### config.mk
export PLATFORM = sky130hd
export DESIGN_NAME = sysx_slave_port
export DESIGN_NICKNAME = d
export VERILOG_FILES = /design/src/rtl/sysx_slave_port.sv
export SDC_FILE = /design/constraint.sdc
export NUM_CORES = 1
export LEC_CHECK = 0
export CAP_MARGIN = 10
export CORE_UTILIZATION = 30
export CTS_CLUSTER_DIAMETER = 150
export DETAILED_ROUTE_END_ITERATION = 16
export GPL_TIMING_DRIVEN = 0
export PLACE_DENSITY = 0.58
export SYNTH_ARGS = -nofsm -noshare
export SYNTH_HDL_FRONTEND = slang
export SYNTH_SLANG_ARGS = --single-unit
### constraint.sdc
create_clock -name iClock -period 5.4 [get_ports iClock]
set_input_delay 1.35 -clock iClock [delete_from_list [all_inputs] [get_ports iClock]]
set_output_delay 1.35 -clock iClock [all_outputs]
set_load 0.02 [all_outputs]
### src/rtl/sysx_slave_port.sv
// sysX bus slave endpoint: oversamples bus clock/select, shifts 32-bit words over 8-bit lanes.
// Latency: bus edges act SYNC_STAGES+1 iClock cycles after they occur; RX word publishes on the Store edge.
// Backpressure: TX holding register empties on each frame Load; RX word held until iRxReady, extra words dropped (overrun).
module sysx_slave_port #(
  parameter logic [1:0]  SELECT_ID     = 2'h1,
  parameter logic [31:0] UNDERRUN_WORD = 32'hFFFFFFFF,
  parameter int          SYNC_STAGES   = 2
) (
  input  logic        iClock,
  input  logic        iReset,
  input  logic        iBusClock,
  input  logic [1:0]  iBusSelect,
  input  logic [7:0]  iBusMOSI,
  output logic [7:0]  oBusMISO,
  output logic        oBusMISOEnable,
  output logic        oBusInterrupt,
  input  logic        iIrqRequest,
  input  logic [31:0] iTxData,
  input  logic        iTxValid,
  output logic        oTxReady,
  output logic [31:0] oRxData,
  output logic        oRxValid,
  input  logic        iRxReady,
  output logic        oUnderrun,
  output logic        oOverrun,
  output logic        oAbort,
  input  logic        iClearFlags
);

  // Synchroniser chains; fill_q marks when the chains hold real bus samples after reset.
  logic [SYNC_STAGES-1:0]       clk_sync_q, fill_q;
  logic [SYNC_STAGES-1:0][1:0]  sel_sync_q;
  logic                         clk_prev_q;

  logic        sel, fe_act;
  logic [2:0]  phase_q, phase_d;
  logic        armed_q, armed_d;
  logic [31:0] hold_q, hold_d, shift_q, shift_d, rx_shift_q, rx_shift_d, rx_data_q, rx_data_d;
  logic        hold_full_q, hold_full_d, rx_valid_q, rx_valid_d;
  logic [7:0]  miso_q, miso_d;
  logic        en_q, irq_q, unr_q, unr_d, ovr_q, ovr_d, abort_q;
  logic        unr_set, ovr_set;

  // Bus clock idles high, so the clock chain resets high to avoid a phantom falling edge.
  always_ff @(posedge iClock or posedge iReset) begin
    if (iReset) begin
      clk_sync_q <= '1;
      sel_sync_q <= '0;
      fill_q     <= '0;
      clk_prev_q <= 1'b1;
    end else begin
      clk_sync_q <= {clk_sync_q[SYNC_STAGES-2:0], iBusClock};
      sel_sync_q <= {sel_sync_q[SYNC_STAGES-2:0], iBusSelect};
      fill_q     <= {fill_q[SYNC_STAGES-2:0], 1'b1};
      clk_prev_q <= clk_sync_q[SYNC_STAGES-1];
    end
  end

  assign sel    = (sel_sync_q[SYNC_STAGES-1] == SELECT_ID);
  assign fe_act = sel & clk_prev_q & ~clk_sync_q[SYNC_STAGES-1] & armed_q;

  // Next-state for frame phase, TX/RX data paths and sticky flags.
  always_comb begin
    phase_d     = phase_q;
    armed_d     = armed_q;
    hold_d      = hold_q;
    hold_full_d = hold_full_q;
    shift_d     = shift_q;
    rx_shift_d  = rx_shift_q;
    rx_data_d   = rx_data_q;
    rx_valid_d  = rx_valid_q;
    miso_d      = miso_q;
    unr_set     = 1'b0;
    ovr_set     = 1'b0;

    // A deselect is only trusted once the chain has filled, so a reset released
    // mid-frame keeps ignoring edges until the master really lets go.
    if (!sel && fill_q[SYNC_STAGES-1]) armed_d = 1'b1;

    if (iTxValid && !hold_full_q) begin
      hold_d      = iTxData;
      hold_full_d = 1'b1;
    end

    if (rx_valid_q && iRxReady) rx_valid_d = 1'b0;

    if (!sel) begin
      phase_d = 3'd0;
      miso_d  = 8'hFF;
    end else if (fe_act) begin
      phase_d = (phase_q == 3'd5) ? 3'd0 : phase_q + 3'd1;
      case (phase_q)
        3'd0: begin
          if (hold_full_q) begin
            shift_d     = hold_q;
            hold_full_d = 1'b0;
            miso_d      = hold_q[7:0];
          end else begin
            shift_d = UNDERRUN_WORD;
            unr_set = 1'b1;
            miso_d  = UNDERRUN_WORD[7:0];
          end
        end
        3'd1: begin rx_shift_d[7:0]   = iBusMOSI; miso_d = shift_q[15:8];  end
        3'd2: begin rx_shift_d[15:8]  = iBusMOSI; miso_d = shift_q[23:16]; end
        3'd3: begin rx_shift_d[23:16] = iBusMOSI; miso_d = shift_q[31:24]; end
        3'd4: begin rx_shift_d[31:24] = iBusMOSI; miso_d = 8'hFF;          end
        default: begin
          if (!rx_valid_q || iRxReady) begin
            rx_data_d  = rx_shift_q;
            rx_valid_d = 1'b1;
          end else begin
            ovr_set = 1'b1;
          end
        end
      endcase
    end

    unr_d = unr_set | (unr_q & ~iClearFlags);
    ovr_d = ovr_set | (ovr_q & ~iClearFlags);
  end

  // State registers; abort fires on the first deselected cycle of an unfinished frame.
  always_ff @(posedge iClock or posedge iReset) begin
    if (iReset) begin
      phase_q     <= 3'd0;
      armed_q     <= 1'b0;
      hold_q      <= '0;
      hold_full_q <= 1'b0;
      shift_q     <= '0;
      rx_shift_q  <= '0;
      rx_data_q   <= '0;
      rx_valid_q  <= 1'b0;
      miso_q      <= 8'hFF;
      en_q        <= 1'b0;
      irq_q       <= 1'b0;
      unr_q       <= 1'b0;
      ovr_q       <= 1'b0;
      abort_q     <= 1'b0;
    end else begin
      phase_q     <= phase_d;
      armed_q     <= armed_d;
      hold_q      <= hold_d;
      hold_full_q <= hold_full_d;
      shift_q     <= shift_d;
      rx_shift_q  <= rx_shift_d;
      rx_data_q   <= rx_data_d;
      rx_valid_q  <= rx_valid_d;
      miso_q      <= miso_d;
      en_q        <= sel;
      irq_q       <= iIrqRequest;
      unr_q       <= unr_d;
      ovr_q       <= ovr_d;
      abort_q     <= ~sel & (phase_q != 3'd0);
    end
  end

  assign oBusMISO       = en_q ? miso_q : 8'hFF;
  assign oBusMISOEnable = en_q;
  assign oBusInterrupt  = irq_q;
  assign oTxReady       = ~hold_full_q;
  assign oRxData        = rx_data_q;
  assign oRxValid       = rx_valid_q;
  assign oUnderrun      = unr_q;
  assign oOverrun       = ovr_q;
  assign oAbort         = abort_q;

endmodule

==> out/metrics.cfg <==
[outcome]
status = finished clean

[clocking]
root_buffer = clkbuf_16
cts_tree = done
clock_latency_ns = 0.42
path_clk_slew_ns = 0.06
postCtsSetupBuffers = 0
clockBufferDepth = 2
cts_resized = 0
numCtsBuffers = 17
ctsHtreeMaxLevel = 4
cts_sinks = 148
holdBufCountCts = 0

[drt]
dr.pass1.iters = 4
ant_nets = 0
avgViaCountPerCell = 4.68
num_vias = 3752
wl_per_cell_um = 15.9
drc = 0
wirelength_um = 12700
drt_first_iter_violations = 189

[die]
ios = 96
core_um2 = 18800
die_w_um = 141
initial_core_util = 0.308
die_h_um = 141
fp-row-count = 50
dieArea_um2 = 19800

[pwr]
power.switching_uw = 892
swShare = 0.271
clock_power_share = 0.362
combPwrFrac = 0.182
peakVddDrop_mv = 0.214
p_int_uw = 2400
p_per_area_nw_per_um2 = 431
p_leak_uw = 0.00329
seqPwrFrac = 0.456

[sta]
max_freq_ghz = 0.296
fin_crit_sh = 0.625
clock_skew_ns = 0.00732
rsz0062_at_grt = no
finalHoldViolations = 0
relSlewSlack = 0.539
tns_ns = 0
tightest_slew_ns = 0.688
setup_viol_count_final = 0
worst_slack_ns = 2.03
slew_viol_final = 0
fin_crit_ns = 3.37

[setup_path]
worst_ep_arrival_time_ns = 2.02
critPathRequiredTime_ns = 4.05
cp-end-kind = output port
cp-start-kind = flip-flop
path_max_fanout = 10
crit_type = flip-flop to output port

[placement]
dp_slack_ns = 2.14
gp_congestion = 0.823
port_buffers = 95
dp_hpwl_um = 9040

[cells_and_area]
nets = 604
area_delta_synth_final_pct = 32.5
n_antenna_cell = 0
utilization = 0.408
drive_gt1_frac = 0.238

[logic_synthesis]
synth-seq-cells = 148
synth_edf_count = 0
muxShareOfSynthArea = 0.171
ys.flop_type = dfrtp_1
synthAdderAreaFrac = 0.00216
synth_compound_area_frac = 0.0736
seq_area_frac_synth = 0.643
ys_top_cells_by_area = dfrtp_1 (59%), mux2_2 (17%), dfstp_2 (5.0%), o21ai_0 (2.9%), nand2_1 (2.6%)
yosys.area_share.simple = 0.0773
yosys.area.top_type = dfrtp_1
yosysTopAreaCellShare = 0.593
syn-cell-area_um2 = 5780
syn-num-nets = 489
syn_inst = 439
synth_top_family_by_area = multiplexers
ys_async_sr_fraction = 1.00
synth.avg_cell_area_um2 = 13.2
synth_xor_area_frac = 0.00152
yosysWarnings = 0
synth_cell_types = 35

[flow_run]
drv_cap = 0

[global_routing]
grt_pass1_wl_um = 21300
overflow = 0
grt_pass1_vias = 4060
track_usage = 0.141
grt_max_degree = 92
antenna_found_initial = 0

[hold_path]
min_path_type = flip-flop to flip-flop

==> cell usage after synthesis, types with 2 or more instances <==
cell type  instances
dfstp_2           11
nand2b_1          10
clkbuf_1          15
nor2_1            26
a222oi_1           8
buf_1              2
buf_6              4
nand3_1            9
inv_1             15
mux2_1             3
o21ai_0           33
o22a_1             8
nand2_1           40
a21o_1             2
dfrtp_1          137
nor2b_1            2
o22ai_1            2
a21oi_1            9
nand4_1            2
nor3b_2            2
mux2_2            85
==> area by class of cell <==
cell class              instances  area, um^2
fillers                      1770       11100
inverters                      16        65.1
repair buffers                 96         978
multi-input cells             253        1890
clock buffers                  21         450
well taps                     234         293
clock inverters                11         151
plain buffers                  22         114
flip-flops and latches        148        3720
==> power groups by stage <==
stage	combinational, uW	sequential [uW]	clock, uW
5_1_grt	671	1530	1280
2_1_floorplan	379	1500	0
3_3_place_gp	584	1520	0
6_report	598	1500	1190
4_1_cts	610	1500	1220
3_5_place_dp	607	1520	0
==> final timing paths <==
kind	from	slack (ns)	cells after the start	endpoint
min	fill_q[0]$_DFF_PP0_	0.35	0	fill_q[1]$_DFF_PP0_
max in group asynchronous	iReset	3.18	3	miso_q[5]$_DFFE_PP1P_
min in group asynchronous	iReset	1.35	2	oRxData[11]$_DFFE_PP0P_
max reg2reg	phase_q[2]$_DFFE_PP0P_	2.54	10	oRxData[14]$_DFFE_PP0P_
max	hold_full_q$_DFF_PP0_	2.03	3	oTxReady
min reg2reg	fill_q[0]$_DFF_PP0_	0.35	0	fill_q[1]$_DFF_PP0_
==> worst max-delay path, cell delays in order (launching register included) <==
cell and delay, ns:
dfrtp_1 0.40, clkinv_1 0.16, clkbuf_1 0.36, clkdlybuf4s50_1 0.69
==> cells in the final DEF, fill, tap and decap left out, types with 2 or more instances in the layout <==
cell type and n:
a21o_1 2, a21oi_1 9, a222oi_1 8, buf_1 2, buf_6 4, bufinv_16 3, clkbuf_1 18, clkbuf_16 17
clkdlybuf4s50_1 95, clkinv_2 2, clkinv_4 3, dfrtp_1 137, dfstp_2 11, inv_1 14, inv_6 3, mux2_1 3
mux2_2 85, nand2_1 40, nand2b_1 10, nand3_1 9, nand4_1 2, nor2_1 26, nor2b_1 2, nor3b_2 2
o21ai_0 33, o22a_1 8, o22ai_1 2
==> cell families (layout without fill, tap and decap cells) <==
group           after synthesis  after routing
simple gates                 95             95
compound gates               67             67
fa+ha+maj                     1              1
flops                       148            148
other cells                   1              1
xor+xnor                      1              1
mux                          88             88
buf+inv                      38            166
==> sequential cells by signal (all words and copies together), names as in the netlist <==
| register | flops |
|---|---|
| hold_q | 32 |
| oRxData | 32 |
| rx_shift_q | 32 |
| shift_q | 24 |
| miso_q | 8 |
| sel_sync_q | 4 |
| phase_q | 3 |
| clk_sync_q | 2 |
| fill_q | 2 |
| armed_q | 1 |
| clk_prev_q | 1 |
| hold_full_q | 1 |
| oAbort | 1 |
| oBusInterrupt | 1 |
| oBusMISOEnable | 1 |
| oOverrun | 1 |
| oRxValid | 1 |
| oUnderrun | 1 |
==> metrics by stage <==
step                std cells  total power [uW]  instance area (um^2)  hold WS [ns]
detailed placement        769              2130                  7060         0.336
global route              801              3480                  7660         0.359
floorplan                 439              1880                  5780         0.331
finish                    801              3300                  7660         0.346
CTS                       801              3340                  7660         0.349
global placement          768              2100                  7020         0.332
==> metal layers <==
metal,track usage,wire length (um)
met5,0,0
met4,0.0555,244
met3,0.0353,547
met2,0.230,6150
met1,0.180,5790
(Power assumes the default switching activity.)
